===== src/rtl/fetch_unit.sv =====
// fetch_unit: rv32i instruction-fetch stage, producer side of the IF/ID register.
// Owns the PC and runs the imem request/response handshake. It honours downstream
// stalls, and it drops an in-flight response when EX redirects the fetch stream.
// Optional feature macro: FETCH_FLUSH_BUBBLE_EN. When defined, each redirect cycle
// loads an addi x0,x0,0 bubble into IF/ID.
module fetch_unit #(
  parameter logic [31:0] RESET_PC = 32'h4000_0060
) (
  input  logic        clk,
  input  logic        rst,
  output logic [31:0] imem_address,
  output logic        imem_read,
  input  logic [31:0] imem_rdata,
  input  logic        imem_resp,
  input  logic        stall,
  input  logic        redirect,
  input  logic [31:0] redirect_pc,
  output logic [31:0] pc_if,
  output logic [31:0] instr_if,
  output logic [6:0]  opcode_if,
  output logic [2:0]  funct3_if,
  output logic [6:0]  funct7_if,
  output logic        if_load
);

  typedef enum logic [1:0] {FETCH, HOLD, DISCARD} state_t;

`ifdef FETCH_FLUSH_BUBBLE_EN
  localparam logic [31:0] NOP_INSTR = 32'h0000_0013;
`endif

  state_t      state;
  logic [31:0] pc;
  logic [31:0] buf_instr;
  logic [31:0] pend_pc;
  // run stays low through the first cycle after reset release, which delays the
  // first request to the second cycle after rst deasserts.
  logic        run;
  logic        active;

  function automatic logic [31:0] pc_next(input logic [31:0] p);
    return p + 32'd4;  // wraps modulo 2^32
  endfunction

  assign active = run && !rst;

  // Output decode from registered state, with same-cycle pass-through of imem data.
  always_comb begin
    imem_read    = active && (state != HOLD);
    imem_address = rst ? RESET_PC : pc;
    pc_if        = rst ? RESET_PC : pc;
    instr_if     = 32'h0;
    if_load      = 1'b0;
    if (active) begin
      instr_if = (state == HOLD) ? buf_instr : imem_rdata;
      if (!redirect) begin
        case (state)
          FETCH:   if_load = imem_resp && !stall;
          HOLD:    if_load = !stall;
          default: if_load = 1'b0;
        endcase
      end
`ifdef FETCH_FLUSH_BUBBLE_EN
      if (redirect) begin
        if_load  = 1'b1;
        instr_if = NOP_INSTR;
        pc_if    = 32'h0;
      end
`endif
    end
  end

  assign opcode_if = instr_if[6:0];
  assign funct3_if = instr_if[14:12];
  assign funct7_if = instr_if[31:25];

  // Fetch FSM. Priority is reset, then redirect, then response/stall.
  always_ff @(posedge clk) begin
    if (rst) begin
      state     <= FETCH;
      pc        <= RESET_PC;
      buf_instr <= 32'h0;
      pend_pc   <= 32'h0;
      run       <= 1'b0;
    end else begin
      run <= 1'b1;
      if (run) begin
        case (state)
          FETCH: begin
            if (redirect) begin
              if (imem_resp) begin
                pc <= redirect_pc;
              end else begin
                pend_pc <= redirect_pc;
                state   <= DISCARD;
              end
            end else if (imem_resp) begin
              if (!stall) begin
                pc <= pc_next(pc);
              end else begin
                buf_instr <= imem_rdata;
                state     <= HOLD;
              end
            end
          end
          HOLD: begin
            if (redirect) begin
              pc    <= redirect_pc;
              state <= FETCH;
            end else if (!stall) begin
              pc    <= pc_next(pc);
              state <= FETCH;
            end
          end
          DISCARD: begin
            if (imem_resp) begin
              pc    <= redirect ? redirect_pc : pend_pc;
              state <= FETCH;
            end else if (redirect) begin
              pend_pc <= redirect_pc;
            end
          end
          default: state <= FETCH;
        endcase
      end
    end
  end

endmodule

===== config.mk =====
export PLATFORM = sky130hd
export DESIGN_NAME = fetch_unit
export DESIGN_NICKNAME = d
export VERILOG_FILES = /design/src/rtl/fetch_unit.sv
export SDC_FILE = /design/constraint.sdc
export NUM_CORES = 1
export LEC_CHECK = 0
export BUFFER_PORTS_ARGS = -buffer_cell sky130_fd_sc_hd__buf_4
export CAP_MARGIN = 20
export CORE_UTILIZATION = 45
export DETAILED_ROUTE_END_ITERATION = 8
export PLACE_DENSITY_LB_ADDON = 0.3
export SETUP_SLACK_MARGIN = 0.02
export SLEW_MARGIN = 25
export SYNTH_ARGS = -nofsm -noshare
export SYNTH_HDL_FRONTEND = slang
export SYNTH_SLANG_ARGS = --single-unit

===== constraint.sdc =====
create_clock -name clk -period 2.1 [get_ports clk]
set_input_delay 0.42 -clock clk [delete_from_list [all_inputs] [get_ports clk]]
set_output_delay 0.42 -clock clk [all_outputs]
set_load 0.1 [all_outputs]

==> impl_metrics.json, run 1 <==
{
  "fin_ws_ns": -0.0123,
  "required_ns": 1.68,
  "root_buffer": "clkbuf_16",
  "place.gp.congestion": 0.874,
  "critPathSlowestCell": "dfxtp_4",
  "pin_count": 184,
  "synth_top_family_by_area": "simple AND/OR/NAND/NOR gates",
  "dp_slack_ns": 0.125,
  "cts_sinks": 99,
  "grt_max_degree": 71,
  "netlist_instances": 839,
  "worstSetupStartpointType": "register",
  "io_buffers": 183,
  "worst_hold_path_type": "primary input to register",
  "cp-end-kind": "output port",
  "dp_hpwl_um": 12200,
  "syn-num-nets": 909,
  "critical-path-top-delay-family": "buffers and inverters",
  "worst_ep_arrival_time_ns": 1.69,
  "finalHoldViolations": 0,
  "die_x_um": 115,
  "path_class": "register to output port",
  "holdWs_ns": 0.323,
  "die_area_mm2": 0.0133,
  "max_freq_mhz": 473,
  "fin_util_pct": 73.3,
  "grt_pass1_wl_um": 28300,
  "vias_per_cell": 5.63,
  "whs_endpoint": "buf_instr[15]",
  "synth_most_common_cell": "nand2_1",
  "core_area_mm2": 0.0123,
  "rr_startpoint": "pc[2]",
  "worstPathCellList": "nor2b_4 -> buf_6 -> clkbuf_16 -> nand2_4 -> a21oi_4 -> buf_12",
  "synthFlopType": "dfxtp_1",
  "violations": "negative setup slack",
  "hold_start": "imem_rdata[15]",
  "timing.final.crit_share_pct": 101,
  "finalWirelength_um": 19900,
  "drc_errors": 0,
  "synth_xor_area_share_pct": 0.456,
  "ys_async_sr_fraction_pct": 0,
  "yosysUniqueCellTypes": 53,
  "final.min_clock_period_ns": 2.11,
  "synth-simple-area-share_pct": 31.7,
  "leakage_uw": 0.00360,
  "synth_warnings": 0,
  "ff2ff_setup_slack_ns": 0.15,
  "via_count": 6486,
  "drive_above_1_share_pct": 37.2,
  "antenna_found_initial": 0,
  "powerDensity_mw_per_mm2": 589,
  "synthTopCellsByCount": "234 x nand2_1, 131 x a21oi_1, 99 x dfxtp_1",
  "h-tree-depth": 3,
  "die_h_um": 115,
  "ys_seq_elements": 99,
  "reg2reg_to": "pc[28]",
  "synth_top_cell_by_area": "dfxtp_1",
  "seq_area_frac_synth_pct": 34.4,
  "whs_path_depth": 3,
  "synthAdderAreaFrac_pct": 0.217,
  "outcome": "finished with violations",
  "relSlewSlack_pct": 65.8,
  "synth_area_leaders": "dfxtp_1 34%, nand2_1 15%, a21oi_1 11%",
  "clk_latency_ns": 0.35,
  "path_buf_inv": 3,
  "setup_violations": 2,
  "grt_overflow": 0,
  "wire_per_inst_um": 17.3,
  "synth-compound-area-share_pct": 21.1,
  "area_growth_syn_to_layout_pct": 56.0,
  "fp-row-count": 40,
  "numCtsBuffers": 9,
  "slew_viol_final": 0,
  "first_global_vias": 5901,
  "finish.net_count": 1049,
  "synth-edff-count": 0,
  "start_util_pct": 47.0,
  "worst_pin_slew_ns": 0.509,
  "critPathMaxStageDelay_ns": 0.37,
  "synth_mux_area_share_pct": 0.347,
  "cp_max_fo": 8,
  "cts_tree": "done",
  "diodes": 0,
  "synth_area_mm2": 0.00576,
  "clk_pin_slew_ns": 0.07,
  "cts_max_path_buffers": 2,
  "synth_top_area_share_pct": 34.4,
  "rsz0062_at_grt": "true",
  "drtIter0Drc": 621,
  "grtUsageTotal_pct": 26.7,
  "reg2reg_depth": 6,
  "drtAntennaViolNets": 0,
  "syn_area_per_cell_um2": 6.87,
  "cap_violations": 0,
  "max-vdd-ir-drop_v": 0.000507,
  "drtPass1Iterations": 5,
  "ctsHoldBuffers": 0,
  "worst_clock_skew_ns": 0.00866
}
## worst min-delay path: stages
cell and delay [ns]:
buf_4 0.11, nand2_1 0.05, a21oi_1 0.05
## kinds of logic (layout without fill, tap and decap cells)
family / count (synthesis) / in the layout
AO/OA/AOI/OAI: 208 / 208
XOR/XNOR: 3 / 3
adder cells (fa/ha/maj): 1 / 1
buffers and inverters: 127 / 270
flip-flops: 99 / 99
multiplexers: 2 / 2
AND/OR/NAND/NOR: 399 / 401
## placed cells by master (no fill, tap or decap), drive strengths merged, types with 10 or more instances in the layout
cell type,n
clkbuf,14
buf,241
a21oi,131
nand3,21
o21ai,18
nor3,16
dfxtp,99
nor2,42
inv,10
nor2b,30
a211oi,16
nand2b,10
nand2,234
nand4,13
## per-layer routing
metal	global-route usage (%)	vias up	part of all wire, %
li1	-	3097	-
met1	32.5	3085	39
met2	47.7	263	51
met3	4.80	41	6.8
met4	8.66	0	2.5
met5	0	-	0
## power by group
group,total (uW),switching [uW],internal (uW)
combinational,1610,1080,527
clock,1680,750,932
sequential,2010,67.5,1940
## through the flow
step	instances	cell area (um^2)	total power, uW	TNS, ns
final	1152	8990	5300	-0.0234
after global routing	1152	8990	5480	-0.864
after CTS	1140	8530	5210	-0.296
after detailed placement	1122	7920	3480	0
after global placement	1122	7920	3470	0
after floorplan	839	7310	3270	-3.41
## state kept, by name, indices dropped and copies added, names as in the netlist
signal	flops
state	2
run	1
buf_instr	32
pend_pc	32
pc	32
## area by class of cell
cell class              instances  area [um^2]
multi-input cells             615         3920
fillers                       856         3270
repair buffers                244         2530
flip-flops and latches         99         1990
clock buffers                  11          233
well taps                     168          210
clock inverters                 5         62.6
inverters                      10         42.5
## what timing repair did
action,CTS,global route
resized for setup,77,77
pin swaps,0,15
endpoints found under the hold margin,0,0
gates cloned,2,3
endpoints found under the setup margin,51,52
setup buffers,0,9
## how the worst max path moves through the flow
stage / from / to / slack [ns] / cells past startpoint
final: state[1] / instr_if[14] / -0.01 / 6
after detailed placement: redirect / pc[23] / 0.12 / 7
after global placement: redirect / pc[23] / 0.14 / 7
after CTS: state[1] / instr_if[27] / -0.03 / 5
after floorplan: redirect / if_load / -0.31 / 5
after global routing: state[1] / funct3_if[0] / -0.05 / 5
Note: power is estimated with default switching activity, not from simulation.
==> run 2, diff against run 1 <==
Settings changed: CTS_BUF_LIST from default to sky130_fd_sc_hd__clkbuf_2, HOLD_SLACK_MARGIN from default to 0.05.
==> impl_metrics.json, run 2 (synthesized netlist as in run 1, its figures left out) <==
{
  "outcome": "finished with violations",
  "violations": "negative setup slack",
  "regArea_mm2": 0.00200,
  "reg.largest.list": "buf_instr (32), pc (32), pend_pc (32)",
  "cts_sinks": 99,
  "finalHoldViolations": 0,
  "h-tree-depth": 3,
  "die_area_mm2": 0.0133,
  "power_frac_clock_pct": 20.9,
  "finalNonFillerCells": 1208,
  "rsz0062_at_grt": "true",
  "clk_latency_ns": 0.62,
  "numCtsBuffers": 9,
  "worst_clock_skew_ns": 0.0498,
  "clk_pin_slew_ns": 0.26,
  "fillers": 772,
  "finalWirelength_um": 24300,
  "drive_above_1_share_pct": 38.7,
  "powerDensity_mw_per_mm2": 501,
  "fin_ws_ns": -0.435,
  "max_freq_mhz": 394,
  "grt_overflow": 0,
  "grtUsageTotal_pct": 34.1,
  "relSlewSlack_pct": 64.4,
  "critical-path-top-delay-family": "buffers and inverters",
  "diodes": 0,
  "p_int_uw": 2870,
  "max-vdd-ir-drop_v": 0.000370,
  "p_sw_share_pct": 40.2,
  "seqPwrFrac_pct": 42.1,
  "worst_ep_arrival_time_ns": 2.12,
  "p_sw_uw": 1930,
  "antenna_found_initial": 0,
  "timing.final.crit_share_pct": 121,
  "worstPathCellList": "nor2b_4 -> buf_4 -> buf_6 -> buf_12 -> nand2_2 -> a21oi_4 -> buf_12",
  "final.min_clock_period_ns": 2.54,
  "drtIter0Drc": 621,
  "final_cell_mix": "194 x nand2_1, 179 x buf_4, 99 x a21oi_1, 88 x dfxtp_1, 62 x buf_12",
  "fp-row-count": 40,
  "io_buffers": 183,
  "cap_violations": 0,
  "core_area_mm2": 0.0123,
  "critPathSlowestCell": "dfxtp_4",
  "dp_cells": 1122,
  "root_buffer": "clkbuf_2",
  "path_class": "register to output port",
  "cp_max_fo": 8,
  "start_util_pct": 47.0,
  "setup_violations": 51,
  "place.gp.congestion": 0.874,
  "final_area_mm2": 0.00960,
  "dp_hpwl_um": 12200,
  "cpMostUsedCell": "buf_12",
  "worst_pin_slew_ns": 0.530,
  "cts_max_path_buffers": 2,
  "area_growth_syn_to_layout_pct": 66.6,
  "cp-end-kind": "output port",
  "multiInputGateArea_mm2": 0.00400,
  "drtAntennaViolNets": 0,
  "worst_hold_path_type": "primary input to register",
  "total_power_uw": 4810,
  "die_h_um": 115,
  "pin_count": 184,
  "path_buf_inv": 4,
  "wire_per_inst_um": 20.1,
  "drc_errors": 0,
  "combPwrFrac_pct": 37.0,
  "die_x_um": 115,
  "drtPass1Iterations": 6,
  "worstSetupStartpointType": "register",
  "via_count": 7121,
  "final_common_cell": "nand2_1",
  "grt_pass1_wl_um": 35200,
  "grt_max_degree": 71,
  "leakage_uw": 0.00385,
  "fin_util_pct": 78.3,
  "place_area_mm2": 0.00792,
  "cts_tree": "done",
  "finish.net_count": 1105,
  "first_global_vias": 6931,
  "critPathMaxStageDelay_ns": 0.44,
  "vias_per_cell": 5.89,
  "slew_viol_final": 0,
  "required_ns": 1.68
}
-- run 2: power groups by stage --
stage / clock network (uW) / registers (uW) / logic, uW
after CTS: 984 / 2020 / 1670
after global routing: 1060 / 2030 / 1850
final: 1000 / 2020 / 1780
after detailed placement: 0 / 2050 / 1430
after global placement: 0 / 2050 / 1420
after floorplan: 0 / 2030 / 1230
-- run 2: worst min-delay path: stages --
cell	delay [ns]
buf_4	0.11
nand2_1	0.05
a21oi_1	0.05
-- run 2: worst paths after layout --
check	cells past startpoint	start	to	slack, ns
max	7	state[1]	instr_if[24]	-0.44
min	3	redirect_pc[4]	pend_pc[4]	0.05
max reg2reg	6	state[1]	buf_instr[16]	0.02
min reg2reg	2	pend_pc[31]	pend_pc[31]	0.47
-- run 2: what timing repair did --
action / in CTS / in global routing
resized for setup: 171 / 51
pin swaps: 23 / 16
setup buffers: 10 / 9
endpoints found under the setup margin: 55 / 73
endpoints found under the hold margin: 43 / 4
cloned: 6 / 2
hold buffers: 43 / 4
-- run 2: layout make-up --
| type | instances | share of cell area [%] |
|---|---|---|
| flip-flops and latches | 99 | 20.8 |
| well taps | 168 | 2.19 |
| multi-input cells | 616 | 41.7 |
| inverters | 10 | 0.443 |
| clock buffers | 11 | 0.574 |
| clock inverters | 5 | 0.652 |
| repair buffers | 299 | 33.6 |
-- run 2: stage by stage --
| step | setup slack [ns] | TNS, ns | hold slack [ns] |
|---|---|---|---|
| after CTS | -0.250 | -11.40 | 0.0504 |
| final | -0.435 | -15.92 | 0.0543 |
| after floorplan | -0.312 | -3.41 | 0.432 |
| after global placement | 0.141 | 0 | 0.439 |
| after detailed placement | 0.125 | 0 | 0.442 |
| after global routing | -0.551 | -18.00 | 0.0564 |
-- run 2: metal layers --
layer	track usage [%]	vias to the layer above	wire, um
met5	0	-	0
met4	20.5	0	1390
met3	8.12	135	1940
met2	60.0	444	12200
met1	37.3	3331	8770
li1	-	3211	-
==> run 3, diff against run 2 <==
Settings changed: REMOVE_ABC_BUFFERS from default to 1.
==> impl_metrics.json, run 3 (synthesized netlist as in run 1, its figures left out) <==
{
  "vias_per_cell": 5.86,
  "drtIter0Drc": 677,
  "cp_max_fo": 8,
  "grtUsageTotal_pct": 31.7,
  "io_buffers": 183,
  "drc_errors": 0,
  "fin_ws_ns": -0.386,
  "worst_ep_arrival_time_ns": 2.07,
  "worstSetupStartpointType": "register",
  "first_global_vias": 6472,
  "grt_max_degree": 43,
  "powerDensity_mw_per_mm2": 520,
  "fin_util_pct": 80.9,
  "final.min_clock_period_ns": 2.49,
  "finalHoldViolations": 0,
  "worst_pin_slew_ns": 0.517,
  "clk_latency_ns": 0.60,
  "reg.largest.list": "buf_instr (32), pc (32), pend_pc (32)",
  "die_area_mm2": 0.0133,
  "cts_sinks": 99,
  "antenna_found_initial": 2,
  "grt_pass1_wl_um": 32900,
  "final_cell_mix": "188 x nand2_1, 130 x buf_4, 99 x a21oi_1, 74 x dfxtp_1, 67 x buf_12",
  "pin_count": 184,
  "outcome": "finished with violations",
  "slew_viol_final": 0,
  "reg2reg_depth": 6,
  "max_freq_mhz": 402,
  "worst_clock_skew_ns": 0.0428,
  "violations": "negative setup slack",
  "drive_above_1_share_pct": 38.8,
  "die_h_um": 115,
  "required_ns": 1.68,
  "wire_per_inst_um": 21.2,
  "area_growth_syn_to_layout_pct": 72.3,
  "rsz0062_at_grt": "true",
  "path_class": "register to output port",
  "dp_hpwl_um": 11700,
  "whs_path_depth": 3,
  "place_area_mm2": 0.00719,
  "leakage_uw": 0.00387,
  "total_power_uw": 5160,
  "clk_pin_slew_ns": 0.27,
  "timing.final.crit_share_pct": 118,
  "numCtsBuffers": 9,
  "drtPass1Iterations": 5,
  "finish.net_count": 1119,
  "cap_violations": 0,
  "relSlewSlack_pct": 65.2,
  "core_area_mm2": 0.0123,
  "final_common_cell": "nand2_1",
  "cts_tree": "done",
  "grt_overflow": 0,
  "start_util_pct": 47.0,
  "setup_violations": 52,
  "finalWirelength_um": 25900,
  "cp-end-kind": "output port",
  "holdWs_ns": 0.174,
  "worst_hold_path_type": "primary input to register",
  "drtAntennaViolNets": 0,
  "fp-row-count": 40,
  "place.gp.congestion": 0.884,
  "final_area_mm2": 0.00993,
  "die_x_um": 115,
  "root_buffer": "clkbuf_2",
  "cts_max_path_buffers": 2,
  "max-vdd-ir-drop_v": 0.000356,
  "h-tree-depth": 3,
  "via_count": 7174
}
==> run 3: cell types whose count changed in the layout (fill, tap and decap cells not counted), moves of 12 or more <==
cell,before,now
buf_4,179,130
buf_6,7,41
nor2b_4,25,8
dlygate4sd3_1,47,64
dfxtp_1,88,74
dfxtp_2,9,21
nand2_2,17,33
==> run 3: critical path, cell delays in order, from the launching register on <==
cell      delay (ns)
dfxtp_2         0.39
buf_4           0.14
nand2b_4        0.15
buf_12          0.17
nand2_2         0.14
a21oi_4         0.27
buf_12          0.21
==> run 3: routing by layer <==
layer  wire [um]  up-vias  track usage, %
li1            -     3236               -
met1        9800     3380            38.4
met2       12300      448            53.9
met3        2560      110            6.85
met4        1230        0            14.1
met5           0        -               0
==> run 3: cell type report <==
cell class / instances / area, um^2
fillers: 750 / 2340
multi-input cells: 613 / 3760
repair buffers: 316 / 3700
well taps: 168 / 210
diodes: 2 / 5.00
flip-flops and latches: 99 / 2020
clock buffers: 9 / 45.0
inverters: 10 / 37.5
clock inverters: 7 / 139
==> run 3: report_power, final <==
part	total (uW)	switching (uW)	internal, uW
Sequential	2020	60.7	1950
Clock	1320	684	631
Combinational	1830	1170	659
Total	5160	1910	3250
==> run 3: worst paths after layout <==
kind / start / end / slack, ns
setup / recovery: state[0] / funct3_if[2] / -0.39
hold / removal: imem_resp / state[1] / 0.17
hold reg to reg: pend_pc[14] / pend_pc[14] / 0.47
setup reg to reg: state[1] / buf_instr[3] / -0.01
==> run 3: timing repair <==
item,CTS,global route
hold endpoints to repair,63,1
hold buffers,63,1
setup buffers,7,2
setup endpoints to repair,83,105
gates cloned,3,6
pin swaps,9,33
gates resized for setup,236,189
==> run 3: metrics by stage <==
stage,cells,setup slack (ns),TNS (ns)
3_5_place_dp,1125,0.122,0
2_1_floorplan,722,-2.87,-236.15
3_3_place_gp,1125,0.138,0
4_1_cts,1214,-0.273,-11.64
5_1_grt,1223,-0.472,-19.20
6_report,1224,-0.386,-14.44
